<file path="src/rtl/fetch_unit.sv">
// -----------------------------------------------------------------------------
// fetch_unit
//   Instruction fetch stage feeding the opcode control decoder. Holds the
//   program counter and reads instruction words over a req/ack handshake. It
//   presents each fetched word to decode, then either advances sequentially or
//   follows a taken jump. A decoded halt stops fetching until the next reset.
//
//   Optional feature macro: FETCH_ACK_TIMEOUT_EN
//     When defined, an outstanding request that is not acknowledged within
//     ACK_TIMEOUT cycles raises a sticky o_memErr and halts the fetch stage.
//     When undefined, FETCH waits indefinitely and o_memErr is constant 0.
//
//   Parameters:
//     RESET_PC     PC value loaded on reset (word address)
//     ACK_TIMEOUT  request cycles allowed without ack (timeout build only)
//
//   Ports:
//     i_clk, i_rstn       clock, asynchronous active-low reset
//     o_memReq/o_memAddr  read request and word address (current PC)
//     i_memAck/i_memData  request accepted; instruction word valid same cycle
//     o_instrVld          o_instr/o_opcode/o_pc valid for decode
//     o_instr/o_opcode    held instruction word and its [15:12] opcode field
//     o_pc                address of the held instruction
//     i_stall             downstream not ready; hold the current instruction
//     i_isHLT             held instruction is a halt
//     i_jmpTaken/i_jmpAddr held instruction redirects the PC to i_jmpAddr
//     o_halted            fetch stopped (halt or memory error)
//     o_memErr            ack timeout occurred
// -----------------------------------------------------------------------------
module fetch_unit #(
  parameter logic [15:0] RESET_PC    = 16'h0000,
  parameter logic [7:0]  ACK_TIMEOUT = 8'd255
) (
  input  logic        i_clk,
  input  logic        i_rstn,
  output logic        o_memReq,
  output logic [15:0] o_memAddr,
  input  logic        i_memAck,
  input  logic [15:0] i_memData,
  output logic        o_instrVld,
  output logic [15:0] o_instr,
  output logic [3:0]  o_opcode,
  output logic [15:0] o_pc,
  input  logic        i_stall,
  input  logic        i_isHLT,
  input  logic        i_jmpTaken,
  input  logic [15:0] i_jmpAddr,
  output logic        o_halted,
  output logic        o_memErr
);

  typedef enum logic [1:0] {
    ST_RESET = 2'd0,
    ST_FETCH = 2'd1,
    ST_HOLD  = 2'd2,
    ST_HALT  = 2'd3
  } state_t;

  state_t      r_state;
  state_t      w_nextState;
  logic [15:0] r_pc;
  logic [15:0] w_pcNext;
  logic [15:0] r_instr;
  logic [15:0] r_instrPc;
  logic        w_capture;

`ifdef FETCH_ACK_TIMEOUT_EN
  logic [7:0]  r_ackCnt;
  logic        r_memErr;
  logic        w_timeout;
`endif

  // Next-state and PC update. Halt has priority over a taken jump, and the
  // decode-side inputs only matter on the HOLD cycle that releases.
  always_comb begin
    w_nextState = r_state;
    w_pcNext    = r_pc;
    w_capture   = 1'b0;
`ifdef FETCH_ACK_TIMEOUT_EN
    w_timeout   = 1'b0;
`endif
    case (r_state)
      ST_RESET: w_nextState = ST_FETCH;
      ST_FETCH: begin
        if (i_memAck) begin
          w_capture   = 1'b1;
          w_nextState = ST_HOLD;
        end
`ifdef FETCH_ACK_TIMEOUT_EN
        // r_ackCnt counts the earlier unacknowledged cycles, so this is the
        // ACK_TIMEOUT-th request cycle without an ack.
        else if (r_ackCnt == ACK_TIMEOUT - 8'd1) begin
          w_timeout   = 1'b1;
          w_nextState = ST_HALT;
        end
`endif
      end
      ST_HOLD: begin
        if (!i_stall) begin
          if (i_isHLT) begin
            w_nextState = ST_HALT;
          end else begin
            w_nextState = ST_FETCH;
            // 16-bit add wraps FFFF -> 0000 by design.
            w_pcNext    = i_jmpTaken ? i_jmpAddr : r_pc + 16'd1;
          end
        end
      end
      ST_HALT:  w_nextState = ST_HALT;
      default:  w_nextState = ST_RESET;
    endcase
  end

  always_ff @(posedge i_clk or negedge i_rstn) begin
    if (!i_rstn) begin
      r_state   <= ST_RESET;
      r_pc      <= RESET_PC;
      r_instr   <= 16'h0000;
      r_instrPc <= 16'h0000;
    end else begin
      r_state <= w_nextState;
      r_pc    <= w_pcNext;
      if (w_capture) begin
        r_instr   <= i_memData;
        r_instrPc <= r_pc;
      end
    end
  end

`ifdef FETCH_ACK_TIMEOUT_EN
  // Counter is held at zero outside FETCH, so it starts from zero on every
  // entry to FETCH.
  always_ff @(posedge i_clk or negedge i_rstn) begin
    if (!i_rstn) begin
      r_ackCnt <= 8'd0;
      r_memErr <= 1'b0;
    end else begin
      if (r_state != ST_FETCH) begin
        r_ackCnt <= 8'd0;
      end else if (!i_memAck) begin
        r_ackCnt <= r_ackCnt + 8'd1;
      end
      if (w_timeout) begin
        r_memErr <= 1'b1;
      end
    end
  end

  assign o_memErr = r_memErr;
`else
  // ACK_TIMEOUT has no effect in this build; the term only keeps it referenced.
  assign o_memErr = 1'b0 & (|ACK_TIMEOUT);
`endif

  // Outputs decode directly from state, so an asynchronous reset drops the
  // request immediately.
  assign o_memReq   = (r_state == ST_FETCH);
  assign o_memAddr  = r_pc;
  assign o_instrVld = (r_state == ST_HOLD);
  assign o_instr    = r_instr;
  assign o_opcode   = r_instr[15:12];
  assign o_pc       = r_instrPc;
  assign o_halted   = (r_state == ST_HALT);

endmodule
</file>
<file path="config.mk">
export PLATFORM = sky130hd
export DESIGN_NAME = fetch_unit
export DESIGN_NICKNAME = d
export VERILOG_FILES = /design/src/rtl/fetch_unit.sv
export SDC_FILE = /design/constraint.sdc
export NUM_CORES = 1
export LEC_CHECK = 0
export BUFFER_PORTS_ARGS = -buffer_cell sky130_fd_sc_hd__buf_2
export CAP_MARGIN = 15
export CORE_MARGIN = 4
export CORE_UTILIZATION = 30
export DETAILED_ROUTE_END_ITERATION = 8
export GPL_TIMING_DRIVEN = 1
export PLACE_DENSITY = 0.65
export SLEW_MARGIN = 40
export SYNTH_ARGS = -nofsm -noshare
export SYNTH_HDL_FRONTEND = slang
export SYNTH_SLANG_ARGS = --single-unit
</file>
<file path="constraint.sdc">
create_clock -name i_clk -period 1.8 [get_ports i_clk]
set_input_delay 0.18 -clock i_clk [delete_from_list [all_inputs] [get_ports i_clk]]
set_output_delay 0.18 -clock i_clk [all_outputs]
set_load 0.05 [all_outputs]
</file>
==> flow_summary.ini <==
[run_status]
status = finished clean

[placement]
dp_slack_ps = 119
dpl.hpwl_um = 4240
gp_congestion = 0.799
dpl-instance-area_mm2 = 0.00293
io_buffer_count = 92

[floorplan]
core_area_mm2 = 0.00741
die_height_um = 96.1
die_area_mm2 = 0.00924
pin_count = 94
die-width_um = 96.1
start_util_pct = 31.5
rows = 31

[power]
power_frac_seq_pct = 37.1
sw_frac_of_total_pct = 46.6
switching_power_mw = 1.98
cellLeakagePower_nw = 1.49
ir_drop_v = 0.000683
power.internal_mw = 2.27
clkPwrFrac_pct = 18.4
power_density_mw_per_mm2 = 1380
power_mw = 4.25
p_comb_share_pct = 44.5

[clock_network]
cts_tree = yes
clock_path_buffers = 2
clockRootBuffer = clkbuf_8
clkLatencyLatePin_ps = 310
clock-sinks = 50
numCtsBuffers = 5
clk_pin_slew_ps = 90
cts-htree-levels = 2

[drt]
first_iter_violations = 125
drt-pass1-iter-count = 6
route.vias.total = 1949
route.detailed.drc = 0
route.met2.wl_um = 2730
antenna_left = 0
highest_layer = met4
vias_per_cell = 4.86
wl_met1_um = 2570
wl_met3_um = 594
post_drt_wl_per_cell_um = 14.8
routed_wl_um = 5940

[yosys]
ys_ff_latch = 50
post_synth_inst_count = 209
netlist_area_mm2 = 0.00233
synth.top_cell.area_share_pct = 53.7
yosysTopAreaCell = dfrtp_1
synth_cell_types = 39
synth_area_leaders = dfrtp_1, mux2_2, a21oi_1
yosysWarnings = 0
ys_seq_area_share_pct = 53.7
syn_nets = 248
syn_avg_cell_area_um2 = 11.2

[layout]
fin_area_mm2 = 0.00307
final_core_utilization_pct = 41.4
final_common_cell = buf_2
fillerInstances = 728
num_antenna_cells = 0
syn_to_final_growth_pct = 31.7
layout.nets = 340
final_cell_mix = buf_2, dfrtp_1, mux2_2
drive_above_1_share_pct = 48.7

[timing]
maxSlewViolCount = 0
final-hold-violation-count = 0
fmax_mhz = 630
fin_crit_sh_pct = 88.1
rsz0062_at_grt = false
finalSetupTns_ps = 0
setup_ws_ps = 213
skew_ps = 10.5
setup_violations = 0
fin_crit_ps = 1590

[run]
max_cap_viol_count = 0

[critical_path]
cpMaxStageDelayCell = or4_1
crit_path_end_kind = register
worst_path_largest_cell_delay_ps = 560
cp_num_buf_inv = 0
cp-start-kind = register
path_max_fanout = 9
setup.worst_path.class = register to register
required_ps = 1980
critical-path-top-delay-family = simple AND/OR/NAND/NOR gates
path_cells = nand2_1, or4_1, o22ai_1, a21oi_1
cp.arrival_ps = 1770

[global_route]
grt_usage_pct = 13.0
grt_pass1_wl_um = 9290
grt_max_degree = 36
grt_pass1_vias = 1909
antenna_found_initial = 0
grt_overflow = 0

[worst_hold_path]
hp-class = primary input to register
[cell families after synthesis]
group | share of synthesized area, %
flip-flops | 53.7
buffers and inverters | 4.72
other | 0.161
adder cells (fa/ha/maj) | 0.537
AND/OR/NAND/NOR | 13.3
multiplexers | 16.6
AO/OA/AOI/OAI | 11.0
[through the flow]
step / hold slack, ps / std cells
floorplan: -116 / 209
global placement: 165 / 392
detailed placement: 168 / 392
CTS: 90.6 / 401
global route: 90.3 / 401
finish: 99.6 / 401
[final timing paths]
check	start	to	slack (ps)	depth (start not counted)
worst max-delay path	o_memAddr[8]	o_memAddr[11]	210	4
worst min-delay path	i_memData[2]	o_instr[2]	100	2
worst max register to register	o_memAddr[8]	o_memAddr[11]	210	4
worst min register to register	o_pc[4]	o_pc[4]	480	2
max in group asynchronous	i_rstn	o_memAddr[2]	890	3
min in group asynchronous	i_rstn	o_pc[7]	370	2
[what timing repair did]
action,in CTS,in global routing
gates resized for setup,0,5
endpoints found under the hold margin,18,0
hold buffers,1,0
setup endpoints to repair,0,3
buffers inserted,0,0
[power groups by stage]
| stage | registers (mW) | clock network [mW] | logic [mW] |
|---|---|---|---|
| 3_3_place_gp | 1.58 | 0 | 1.89 |
| 4_1_cts | 1.57 | 0.814 | 1.91 |
| 2_1_floorplan | 2.58 | 0 | 0.483 |
| 5_1_grt | 1.62 | 0.860 | 2.00 |
| 3_5_place_dp | 1.60 | 0 | 1.90 |
| 6_report | 1.58 | 0.781 | 1.89 |
[registers in the layout (all words and copies together), names as in the netlist]
register and flops:
o_instr 16, r_state 2, o_memAddr 16, o_pc 16
[synth_stat cells]
cell type	instances
a211oi_1	3
a21boi_0	1
a21oi_1	14
a22oi_1	1
a2bb2oi_1	1
a311oi_1	1
a31oi_1	1
and2_1	1
and3_1	1
buf_1	1
buf_2	4
buf_4	5
buf_6	1
clkbuf_1	7
conb_1	1
dfrtp_1	50
ha_1	1
inv_1	3
mux2_2	30
mux2i_1	5
nand2_1	11
nand3_1	8
nand3b_1	1
nand4_1	4
nor2_1	10
nor2b_1	4
nor3_1	6
nor3b_1	2
nor4_1	5
nor4b_1	1
o21ai_0	8
o21ai_1	3
o22ai_1	4
o2bb2ai_1	3
o41ai_1	2
or2_2	1
or3_1	2
or4_1	1
or4b_1	1
[metal layers]
| metal | global-route usage [%] | up-vias |
|---|---|---|
| met1 | 16.3 | 915 |
| met4 | 3.55 | 0 |
| met3 | 4.38 | 5 |
| met2 | 21.4 | 85 |
| li1 | - | 944 |
| met5 | 0 | - |
[layout make-up]
type	count	area (um^2)	area share (%)
clock buffer	7	76.3	2.49
multi-input combinational	138	1000	32.7
sequential	50	1250	40.8
inverter	3	11.3	0.367
clock inverter	1	30.0	0.978
timing repair buffer	103	571	18.6
tap	99	124	4.03
(Power assumes the default switching activity.)
